--- config.mk ---
export PLATFORM = sky130hd
export DESIGN_NAME = id_ex_execute_stage
export DESIGN_NICKNAME = d
export VERILOG_FILES = /design/src/rtl/riscv_ex_pkg.sv /design/src/rtl/ex_seq_multiplier.sv /design/src/rtl/id_ex_execute_stage.sv
export SDC_FILE = /design/constraint.sdc
export NUM_CORES = 2
export LEC_CHECK = 0
export ABC_AREA = 1
export CAP_MARGIN = 30
export CORE_AREA = 2 2 364 366
export CTS_CLUSTER_DIAMETER = 50
export DETAILED_ROUTE_END_ITERATION = 10
export DIE_AREA = 0 0 366 368
export PLACE_DENSITY_LB_ADDON = 0.05
export SYNTH_ARGS = -nofsm -noshare
export SYNTH_HDL_FRONTEND = slang
export SYNTH_SLANG_ARGS = --single-unit
--- constraint.sdc ---
create_clock -name clk -period 8.8 [get_ports clk]
set_clock_uncertainty 0.2 [all_clocks]
set_input_delay 0.88 -clock clk [delete_from_list [all_inputs] [get_ports clk]]
set_output_delay 0.88 -clock clk [all_outputs]
set_load 0.05 [all_outputs]
--- src/rtl/riscv_ex_pkg.sv ---
// Shared definitions for the execute stage: funct3 codes, control bit
// positions and the stage FSM encoding.
package riscv_ex_pkg;

    localparam logic [2:0] F3_ADD  = 3'b000;
    localparam logic [2:0] F3_SLL  = 3'b001;
    localparam logic [2:0] F3_SLT  = 3'b010;
    localparam logic [2:0] F3_SLTU = 3'b011;
    localparam logic [2:0] F3_XOR  = 3'b100;
    localparam logic [2:0] F3_SRL  = 3'b101;
    localparam logic [2:0] F3_OR   = 3'b110;
    localparam logic [2:0] F3_AND  = 3'b111;

    localparam logic [2:0] F3_BEQ  = 3'b000;
    localparam logic [2:0] F3_BNE  = 3'b001;
    localparam logic [2:0] F3_BLT  = 3'b100;
    localparam logic [2:0] F3_BGE  = 3'b101;
    localparam logic [2:0] F3_BLTU = 3'b110;
    localparam logic [2:0] F3_BGEU = 3'b111;

    localparam int CTL_ALU_SRC_IMM = 4;
    localparam int CTL_IS_MUL      = 3;
    localparam int CTL_BRANCH      = 2;
    localparam int CTL_MEM_READ    = 1;
    localparam int CTL_MEM_WRITE   = 0;

    typedef enum logic {
        IDLE     = 1'b0,
        MUL_BUSY = 1'b1
    } ex_state_e;

endpackage

--- src/rtl/ex_seq_multiplier.sv ---
// Shift-add multiplier producing the low DATA_LEN bits of a*b.
// Always runs exactly DATA_LEN iterations; done pulses with the final sum.
module ex_seq_multiplier #(
    parameter int DATA_LEN = 64
) (
    input  logic                clk,
    input  logic                rst,
    input  logic                start,
    input  logic                kill,
    input  logic [DATA_LEN-1:0] a,
    input  logic [DATA_LEN-1:0] b,
    output logic                done,
    output logic [DATA_LEN-1:0] product
);
    localparam int CNT_W = $clog2(DATA_LEN);
    localparam logic [CNT_W-1:0] LAST = CNT_W'(DATA_LEN - 1);

    logic                run_q, run_d;
    logic [CNT_W-1:0]    cnt_q, cnt_d;
    logic [DATA_LEN-1:0] a_q, a_d;
    logic [DATA_LEN-1:0] b_q, b_d;
    logic [DATA_LEN-1:0] acc_q, acc_d;
    logic [DATA_LEN-1:0] sum;

    assign sum     = acc_q + (b_q[0] ? a_q : '0);
    assign product = sum;
    assign done    = run_q && (cnt_q == LAST);

    always_comb begin
        run_d = run_q;
        cnt_d = cnt_q;
        a_d   = a_q;
        b_d   = b_q;
        acc_d = acc_q;
        if (kill) begin
            run_d = 1'b0;
        end else if (start) begin
            run_d = 1'b1;
            cnt_d = '0;
            a_d   = a;
            b_d   = b;
            acc_d = '0;
        end else if (run_q) begin
            acc_d = sum;
            a_d   = a_q << 1;
            b_d   = b_q >> 1;
            cnt_d = cnt_q + 1'b1;
            if (cnt_q == LAST) begin
                run_d = 1'b0;
            end
        end
    end

    always_ff @(posedge clk or negedge rst) begin
        if (!rst) begin
            run_q <= 1'b0;
            cnt_q <= '0;
            a_q   <= '0;
            b_q   <= '0;
            acc_q <= '0;
        end else begin
            run_q <= run_d;
            cnt_q <= cnt_d;
            a_q   <= a_d;
            b_q   <= b_d;
            acc_q <= acc_d;
        end
    end

endmodule

--- src/rtl/id_ex_execute_stage.sv ---
// Execute stage fed by the ID/EX register: single-cycle ALU and branch
// resolution, sequential MUL, valid/ready towards EX/MEM.
module id_ex_execute_stage
    import riscv_ex_pkg::*;
#(
    parameter int DATA_LEN          = 64,
    parameter int CONTROL_LINE_OUT  = 5,
    parameter int ADDRESS_SIZE      = 6,
    parameter int INSTRUCTION_1_LEN = 4,
    parameter int INSTRUCTION_2_LEN = 5
) (
    input  logic                         clk,
    input  logic                         rst,
    input  logic                         flush,
    input  logic                         in_valid,
    output logic                         in_ready,
    input  logic [CONTROL_LINE_OUT-1:0]  control_out,
    input  logic [DATA_LEN-1:0]          data_1_out,
    input  logic [DATA_LEN-1:0]          data_2_out,
    input  logic [DATA_LEN-1:0]          imm_val_out,
    input  logic [2**ADDRESS_SIZE-1:0]   instruction_ptr_out,
    input  logic [INSTRUCTION_1_LEN-1:0] instruction_part_1_out,
    input  logic [INSTRUCTION_2_LEN-1:0] instruction_part_2_out,
    output logic                         out_valid,
    input  logic                         out_ready,
    output logic [DATA_LEN-1:0]          alu_result,
    output logic [DATA_LEN-1:0]          store_data,
    output logic                         branch_taken,
    output logic [2**ADDRESS_SIZE-1:0]   branch_target,
    output logic [INSTRUCTION_2_LEN-1:0] rd_out,
    output logic                         mem_read_o,
    output logic                         mem_write_o,
    output logic                         busy
);
    localparam int PC_W = 2 ** ADDRESS_SIZE;
    localparam int SH_W = $clog2(DATA_LEN);

    ex_state_e                    state_q, state_d;
    logic                         out_valid_q, out_valid_d;
    logic [DATA_LEN-1:0]          alu_result_q, alu_result_d;
    logic [DATA_LEN-1:0]          store_data_q, store_data_d;
    logic                         branch_taken_q, branch_taken_d;
    logic [PC_W-1:0]              branch_target_q, branch_target_d;
    logic [INSTRUCTION_2_LEN-1:0] rd_q, rd_d;
    logic                         mem_read_q, mem_read_d;
    logic                         mem_write_q, mem_write_d;

    logic [2:0]          f3;
    logic                f7b5;
    logic                use_imm;
    logic [DATA_LEN-1:0] op_b;
    logic [SH_W-1:0]     shamt;
    logic [DATA_LEN-1:0] sra_res;
    logic [DATA_LEN-1:0] alu_res;
    logic                br_cond;
    logic                accept;
    logic                mul_start;
    logic                mul_done;
    logic [DATA_LEN-1:0] mul_product;

    assign f3      = instruction_part_1_out[2:0];
    assign f7b5    = instruction_part_1_out[3];
    assign use_imm = control_out[CTL_ALU_SRC_IMM];
    assign op_b    = use_imm ? imm_val_out : data_2_out;
    assign shamt   = op_b[SH_W-1:0];
    // kept apart so the arithmetic shift is not forced unsigned by a mux
    assign sra_res = $signed(data_1_out) >>> shamt;

    always_comb begin
        alu_res = '0;
        unique case (f3)
            F3_ADD:  alu_res = (f7b5 && !use_imm) ? data_1_out - op_b
                                                  : data_1_out + op_b;
            F3_SLL:  alu_res = data_1_out << shamt;
            F3_SLT:  alu_res = {{(DATA_LEN-1){1'b0}},
                                $signed(data_1_out) < $signed(op_b)};
            F3_SLTU: alu_res = {{(DATA_LEN-1){1'b0}}, data_1_out < op_b};
            F3_XOR:  alu_res = data_1_out ^ op_b;
            F3_SRL:  alu_res = f7b5 ? sra_res : data_1_out >> shamt;
            F3_OR:   alu_res = data_1_out | op_b;
            F3_AND:  alu_res = data_1_out & op_b;
            default: alu_res = '0;
        endcase
    end

    always_comb begin
        br_cond = 1'b0;
        unique case (f3)
            F3_BEQ:  br_cond = data_1_out == data_2_out;
            F3_BNE:  br_cond = data_1_out != data_2_out;
            F3_BLT:  br_cond = $signed(data_1_out) < $signed(data_2_out);
            F3_BGE:  br_cond = $signed(data_1_out) >= $signed(data_2_out);
            F3_BLTU: br_cond = data_1_out < data_2_out;
            F3_BGEU: br_cond = data_1_out >= data_2_out;
            default: br_cond = 1'b0;
        endcase
    end

    assign in_ready = rst && (state_q == IDLE)
                      && (!out_valid_q || out_ready) && !flush;
    assign accept   = in_valid && in_ready;

    ex_seq_multiplier #(
        .DATA_LEN(DATA_LEN)
    ) u_mul (
        .clk    (clk),
        .rst    (rst),
        .start  (mul_start),
        .kill   (flush),
        .a      (data_1_out),
        .b      (op_b),
        .done   (mul_done),
        .product(mul_product)
    );

    always_comb begin
        state_d         = state_q;
        out_valid_d     = out_valid_q;
        alu_result_d    = alu_result_q;
        store_data_d    = store_data_q;
        branch_taken_d  = branch_taken_q;
        branch_target_d = branch_target_q;
        rd_d            = rd_q;
        mem_read_d      = mem_read_q;
        mem_write_d     = mem_write_q;
        mul_start       = 1'b0;
        if (flush) begin
            state_d     = IDLE;
            out_valid_d = 1'b0;
        end else begin
            if (out_valid_q && out_ready) begin
                out_valid_d = 1'b0;
            end
            unique case (state_q)
                IDLE: begin
                    if (accept) begin
                        store_data_d    = data_2_out;
                        branch_taken_d  = control_out[CTL_BRANCH] && br_cond;
                        branch_target_d = instruction_ptr_out
                                          + imm_val_out[PC_W-1:0];
                        rd_d            = instruction_part_2_out;
                        mem_read_d      = control_out[CTL_MEM_READ];
                        mem_write_d     = control_out[CTL_MEM_WRITE];
                        if (control_out[CTL_IS_MUL]) begin
                            state_d   = MUL_BUSY;
                            mul_start = 1'b1;
                        end else begin
                            alu_result_d = control_out[CTL_BRANCH] ? '0
                                                                   : alu_res;
                            out_valid_d  = 1'b1;
                        end
                    end
                end
                MUL_BUSY: begin
                    if (mul_done) begin
                        alu_result_d = mul_product;
                        out_valid_d  = 1'b1;
                        state_d      = IDLE;
                    end
                end
                default: ;
            endcase
        end
    end

    always_ff @(posedge clk or negedge rst) begin
        if (!rst) begin
            state_q         <= IDLE;
            out_valid_q     <= 1'b0;
            alu_result_q    <= '0;
            store_data_q    <= '0;
            branch_taken_q  <= 1'b0;
            branch_target_q <= '0;
            rd_q            <= '0;
            mem_read_q      <= 1'b0;
            mem_write_q     <= 1'b0;
        end else begin
            state_q         <= state_d;
            out_valid_q     <= out_valid_d;
            alu_result_q    <= alu_result_d;
            store_data_q    <= store_data_d;
            branch_taken_q  <= branch_taken_d;
            branch_target_q <= branch_target_d;
            rd_q            <= rd_d;
            mem_read_q      <= mem_read_d;
            mem_write_q     <= mem_write_d;
        end
    end

    assign out_valid     = out_valid_q;
    assign alu_result    = alu_result_q;
    assign store_data    = store_data_q;
    assign branch_taken  = branch_taken_q;
    assign branch_target = branch_target_q;
    assign rd_out        = rd_q;
    assign mem_read_o    = mem_read_q;
    assign mem_write_o   = mem_write_q;
    assign busy          = (state_q == MUL_BUSY);

endmodule
# After elaboration in Yosys (flattened, before gate mapping)

Cells that the tools add are included.

Add/subtract/negate cells: 5
Magnitude comparators: 6
Equal/unequal tests: 13
Shift operators: 3
Multiplexer cells: 36
Bitwise operators: 5
Reductions and logical operators: 17

Operators by type and width:

| kind                                                                   | count |
|---|---|
| 64-bit two-way mux                                                     | 14 |
| 64-bit one-hot mux with 8 select lines                                 | 1 |
| 64-bit less-than comparator                                            | 4 |
| 64-bit adder                                                           | 3 |
| 64-bit greater-or-equal comparator                                     | 2 |
| 64-bit one-hot mux with 2 select lines                                 | 1 |
| 64-bit AND                                                             | 1 |
| 64-bit equality test                                                   | 1 |
| 64-bit inequality test                                                 | 1 |
| 64-bit OR                                                              | 1 |
| 64-bit by 6-bit << shifter with 64-bit output                          | 1 |
| 64-bit by 6-bit >> shifter with 64-bit output                          | 1 |
| 64-bit by 6-bit >>> shifter with 64-bit output                         | 1 |
| 64-bit subtractor                                                      | 1 |
| 64-bit bitwise XOR                                                     | 1 |
| 1-bit two-way mux                                                      | 15 |
| 3-bit equality test (second input constant)                            | 4 |
| 6-bit two-way mux                                                      | 2 |
| 1-bit logical AND                                                      | 8 |
| 6-bit by 1-bit adder with 6-bit output (second input constant)         | 1 |
| 3-bit by 2-bit equality test with 1-bit output (second input constant) | 2 |
| 6-bit equality test (second input constant)                            | 1 |
| 1-bit one-hot mux with 6 select lines                                  | 1 |
| 2-bit inequality test (second input constant)                          | 2 |
| other kinds (11)                                                       | 15 |

Flip-flop bits (word level): 401
Input bits: 275
Output and inout port bits: 203

# Depth between registers and ports, before layout

Depth in word-level cells: 10
Depth in mapped cells: 28
Mapped depth without buffers: 25

# Hierarchy

A second synthesis with hierarchy kept.

Cells, all modules: 8922
Area total of the unflattened synthesis: 51339.2 um2

Modules (own cells, without submodules):

| module              | instances | cells an instance | area each (um2) |
|---|---|---|---|
| id_ex_execute_stage | 1         | 6617              | 36650.2 |
| ex_seq_multiplier   | 1         | 2305              | 14689.1 |

# Worst setup path after synthesis

OpenSTA, ideal clock, no wires.

Path kind: input to register
Start: input port control_out[4]
End: register alu_result_q[59], in the netlist alu_result[59]
Setup time: 0.118 ns
Arrival: 3.566 ns
Required time: 8.482 ns
Slack: 4.916 ns
Cell stages on the path: 25
Cells stage by stage: inv_2 buf_6 clkbuf_1 clkbuf_1 or2_2 o21ai_0 ha_1 clkbuf_1 nand2_1 nor2_1 inv_1 nor2_1 inv_1 nor4_1 nand2_1 nand2_1 nand2_1 nand2_1 nand2_1 nand2_1 nand2_1 nand2_1 nand2_1 nand2_1 nand2_1

Word-level cells in the longest chain between the ends: 8
Elaborated cells on any way between the ends: 18

RTL lines:

| element                                               | RTL line                                             | RTL |
|---|---|---|
| start: declaration                                    | id_ex_execute_stage.sv:17                            | `input logic [CONTROL_LINE_OUT-1:0] control_out,` |
| 64-bit two-way mux or 1-bit zero test (tied branches) | id_ex_execute_stage.sv:64, id_ex_execute_stage.sv:72 |  |
| 64-bit adder, or another cell as far along            | id_ex_execute_stage.sv:73                            | `: data_1_out + op_b;` |
| 64-bit two-way mux, on equally long branches          | id_ex_execute_stage.sv:72, id_ex_execute_stage.sv:79 |  |
| 64-bit one-hot mux with 8 select lines *              | id_ex_execute_stage.sv:71                            | `unique case (f3)` |
| 64-bit two-way mux *                                  | id_ex_execute_stage.sv:148                           | `alu_result_d = control_out[CTL_BRANCH] ? '0` |
| 64-bit two-way mux *                                  | id_ex_execute_stage.sv:144                           | `if (control_out[CTL_IS_MUL]) begin` |
| 64-bit two-way mux *                                  | id_ex_execute_stage.sv:136                           | `if (accept) begin` |
| 64-bit one-hot mux with 2 select lines *              | id_ex_execute_stage.sv:134                           | `unique case (state_q)` |
| end signal: assignment                                | id_ex_execute_stage.sv:180                           | `alu_result_q <= alu_result_d;` |
| end: declaration                                      | id_ex_execute_stage.sv:40                            | `logic [DATA_LEN-1:0] alu_result_q, alu_result_d;` |

Every way passes the cells marked *; elsewhere a longest branch is shown, timed or not. The select of a mux whose other input is x is not followed.
A chain may end at the register's enable or synchronous reset.

# Worst setup path in the final report

Start: register u_mul.b_q[0]
End: register alu_result_q[58], in the netlist alu_result[58]

Word-level cells in the longest chain between the ends: 4

RTL lines:

| element                                | RTL line                   | RTL |
|---|---|---|
| start: declaration                     | ex_seq_multiplier.sv:21    | `logic [DATA_LEN-1:0] b_q, b_d;` |
| start signal: assignment               | ex_seq_multiplier.sv:59    | `b_q <= '0;` |
| start signal: assignment               | ex_seq_multiplier.sv:65    | `b_q <= b_d;` |
| 64-bit two-way mux                     | ex_seq_multiplier.sv:25    | `assign sum = acc_q + (b_q[0] ? a_q : '0);` |
| 64-bit adder                           | ex_seq_multiplier.sv:25    |  |
| 64-bit two-way mux                     | id_ex_execute_stage.sv:155 | `if (mul_done) begin` |
| 64-bit one-hot mux with 2 select lines | id_ex_execute_stage.sv:134 |  |

Every way passes these cells. The select of a mux whose other input is x is not followed.

==> results.py <==
metrics = {
    "power": {
        "p_leak_nw": 29.2,
        "power.density_mw_per_mm2": 230,
        "ir_drop_mv": 0.173,
        "finalPower_mw": 13.9,
    },
    "synth": {
        "synth_top_area_share_pct": 19.8,
        "yosys.area.top_type": "dfrtp_1",
        "synth_warnings": 0,
        "syn_area_per_cell_um2": 5.85,
        "yosysSeqAreaShare_pct": 19.8,
        "postSynth.asyncResetShare_pct": 100,
        "syn_nets": 9339,
        "ys_types": 58,
        "yosysMostFrequentCell": "nand2_1",
        "syn_inst": 8676,
        "synthTopCellsByCount": "nand2_1, nand3_1, inv_1",
        "synth.area.top_cells": "dfrtp_1, nand2_1, nand3_1, ha_1, inv_1",
        "synth_flop_cell": "dfrtp_1",
        "synth_area_mm2": 0.0507,
        "synth_edf_count": 0,
        "ys_ff_latch": 401,
    },
    "global_route": {
        "grt_first_pass_wirelength_mm": 462,
        "grt_remaining_overflow": 0,
        "antenna_found_initial": 24,
        "track_usage_pct": 47.7,
        "first_global_vias": 63978,
        "grt_start_max_net_pins": 126,
    },
    "clock_tree": {
        "cts.clk_slew.worst_paths_ps": 50,
        "cts_resized": 0,
        "h-tree-depth": 3,
        "ctsRootBufferMaster": "clkbuf_16",
        "cts_made_buffers": 81,
        "cts.path.max_buffers": 3,
        "cts.sinks": 401,
        "clk-insertion-delay-late_ps": 740,
        "tritoncts": "yes",
    },
    "route": {
        "wl_per_cell_um": 30.8,
        "drt_iter0_drc": 9425,
        "dr.pass1.iters": 9,
        "drc": 0,
        "vias": 66519,
        "viasPerCell": 6.13,
        "ant_nets": 0,
        "wl_mm": 334,
    },
    "critical_path": {
        "cp_cell_sequence": "buf_4, nand2_1, inv_1, ha_1, fa_1, nand3_1, nand2_1, nand2_1, nand2_1, nand2_1, nand2_1, nand2_1, nand2_1, inv_1, o21ai_0, nand4_1, nand3_1, nand3_1, nand2_1, nand2_1, nand2_1",
        "required_ps": 9230,
        "crit_fanout": 65,
        "r2r-start": "u_mul.b_q[0]",
        "critPathMaxStageDelay_ps": 660,
        "slowest_stage": "o21ai_0",
        "r2r_slack_ps": 3070,
        "arrival_ps": 6160,
        "cp_common_cell": "nand2_1",
        "regToRegEndpoint": "alu_result[58]",
        "rr_worst_depth": 21,
        "endpoint_kind": "flop",
        "critical_path_class": "flop to flop",
        "cp-start-kind": "flop",
    },
    "timing": {
        "setup_tns_ps": 0,
        "finalCriticalPeriod_ps": 5730,
        "setup_viol": 0,
        "max_slew_margin_pct": 22.4,
        "fmax_mhz": 175,
        "timing_worst_slew_pin_value_ps": 1160,
        "hold_violations": 0,
        "timing.hold.ws_ps": 278,
        "rsz0062_at_grt": "no",
        "maxSlewViolCount": 0,
        "fin_crit_sh_pct": 65.1,
    },
    "place": {
        "gp_congestion": 1.15,
        "port_buffers": 477,
        "dp_hpwl_mm": 272,
        "dp.cells": 10676,
    },
    "run": {
        "maxCapViolations": 0,
    },
    "floorplan": {
        "io_pins": 478,
        "die-area_mm2": 0.135,
        "die_w_um": 366,
        "initial_core_util_pct": 38.8,
        "dieHeight_um": 368,
        "row_count": 133,
        "core_area_mm2": 0.131,
    },
    "final_layout": {
        "drive_above_1_share_pct": 5.12,
        "nFillCells": 14196,
        "finalNonFillerCells": 10850,
        "nets": 9672,
        "fin_util_pct": 46.0,
        "synthToLayoutAreaGrowth_pct": 18.6,
    },
    "worst_hold_path": {
        "min_from": "alu_result[29]",
        "hold_depth": 2,
        "worstHoldEndpoint": "alu_result[29]",
        "hp-class": "flop to flop",
    },
    "outcome": {
        "status": "finished clean",
    },
}
worst max-delay path by stage:
stage | startpoint | end | slack [ps] | depth (start not counted)
4_1_cts | u_mul.b_q[0] | alu_result[58] | 3290 | 21
3_5_place_dp | control_out[4] | alu_result[26] | 2780 | 22
3_3_place_gp | control_out[4] | alu_result[53] | 2120 | 18
6_report | u_mul.b_q[0] | alu_result[58] | 3070 | 21
5_1_grt | control_out[4] | alu_result[26] | 3050 | 22
2_1_floorplan | control_out[4] | alu_result[59] | 4920 | 25
stage by stage:
stage	worst slack, ps	instance area (µm²)
after floorplan	4920	50700
after global placement	2120	57000
after detailed placement	2780	57200
after CTS	3290	60100
after global routing	3050	60100
final	3070	60200
registers in the layout (all words and copies together), names as in the netlist, 5 cells and up:
signal	flops
u_mul.b_q	64
rd_out	5
alu_result	64
u_mul.acc_q	64
u_mul.cnt_q	6
store_data	64
branch_target	64
u_mul.a_q	64
layout make-up:
| type | instances | area (µm²) | area share [%] |
|---|---|---|---|
| antenna | 17 | 42.5 | 0.0707 |
| clock buffer | 96 | 2150 | 3.58 |
| clock inverter | 56 | 769 | 1.28 |
| inverter | 1128 | 4240 | 7.05 |
| multi-input combinational | 6780 | 34800 | 57.9 |
| sequential | 401 | 10000 | 16.7 |
| tap | 1755 | 2200 | 3.65 |
| timing repair buffer | 617 | 5920 | 9.84 |
critical path: cells and delay by family, from the launching register on:
family / cells / cell delay [ps]
AOI/OAI and AO/OA: 1 / 660
adders and majority gates: 2 / 600
buffers and inverters: 3 / 810
DFF: 1 / 330
and+or+nand+nor: 15 / 2990
per-layer routing:
layer	GRT usage [%]	vias up	wire, µm
met5	0	-	67
met4	43.7	10	36600
met3	13.7	1261	37900
met2	73.5	4586	144000
met1	53.2	31283	116000
li1	-	29379	-
cell usage in the layout (no fill, tap or decap), types with 9 or more instances in the layout:
| cell | instances |
|---|---|
| nand4_1 | 76 |
| o21ai_1 | 62 |
| inv_6 | 11 |
| o21a_1 | 12 |
| a21boi_0 | 21 |
| nand2_1 | 2365 |
| nor3_1 | 57 |
| ha_1 | 384 |
| diode_2 | 17 |
| a22o_1 | 15 |
| o221ai_1 | 24 |
| o21bai_1 | 38 |
| inv_1 | 1101 |
| nor2_1 | 825 |
| o21ai_0 | 584 |
| a211oi_1 | 39 |
| nor4_1 | 17 |
| or2_2 | 103 |
| a21o_1 | 21 |
| xor2_1 | 30 |
| buf_4 | 124 |
| inv_2 | 18 |
| a32o_1 | 29 |
| and3_1 | 9 |
| clkinv_2 | 20 |
| a221oi_1 | 16 |
| a31oi_1 | 68 |
| o22ai_1 | 30 |
| o211ai_1 | 130 |
| dfrtp_1 | 399 |
| nand3b_1 | 14 |
| nand3_1 | 1170 |
| xnor2_1 | 23 |
| clkdlybuf4s50_1 | 475 |
| clkbuf_16 | 81 |
| nand2_2 | 12 |
| a21oi_1 | 545 |
| bufinv_16 | 12 |
logic make-up (layout without fill, tap and decap cells):
| group | Yosys count | in the layout | synth area share (%) |
|---|---|---|---|
| adders and majority gates | 388 | 388 | 9.63 |
| other | 0 | 17 | 0 |
| AOI/OAI and AO/OA | 1659 | 1659 | 18.9 |
| and+or+nand+nor | 4680 | 4680 | 39.0 |
| xor gates and xnor gates | 53 | 53 | 0.915 |
| DFF | 401 | 401 | 19.8 |
| buffers and inverters | 1495 | 1897 | 11.9 |
report_power, final:
part	internal (mW)	switching [mW]	leakage [nW]
logic	2.18	5.37	22.9
registers	2.43	0.457	4.85
clock network	2.14	1.27	1.44
total	6.75	7.11	29.2
repair_timing:
item / in CTS / in global routing
setup buffers: 0 / 0
setup endpoints to repair: 0 / 0
hold endpoints to repair: 25 / 0
hold buffers: 1 / 0
(Power assumes the default switching activity.)
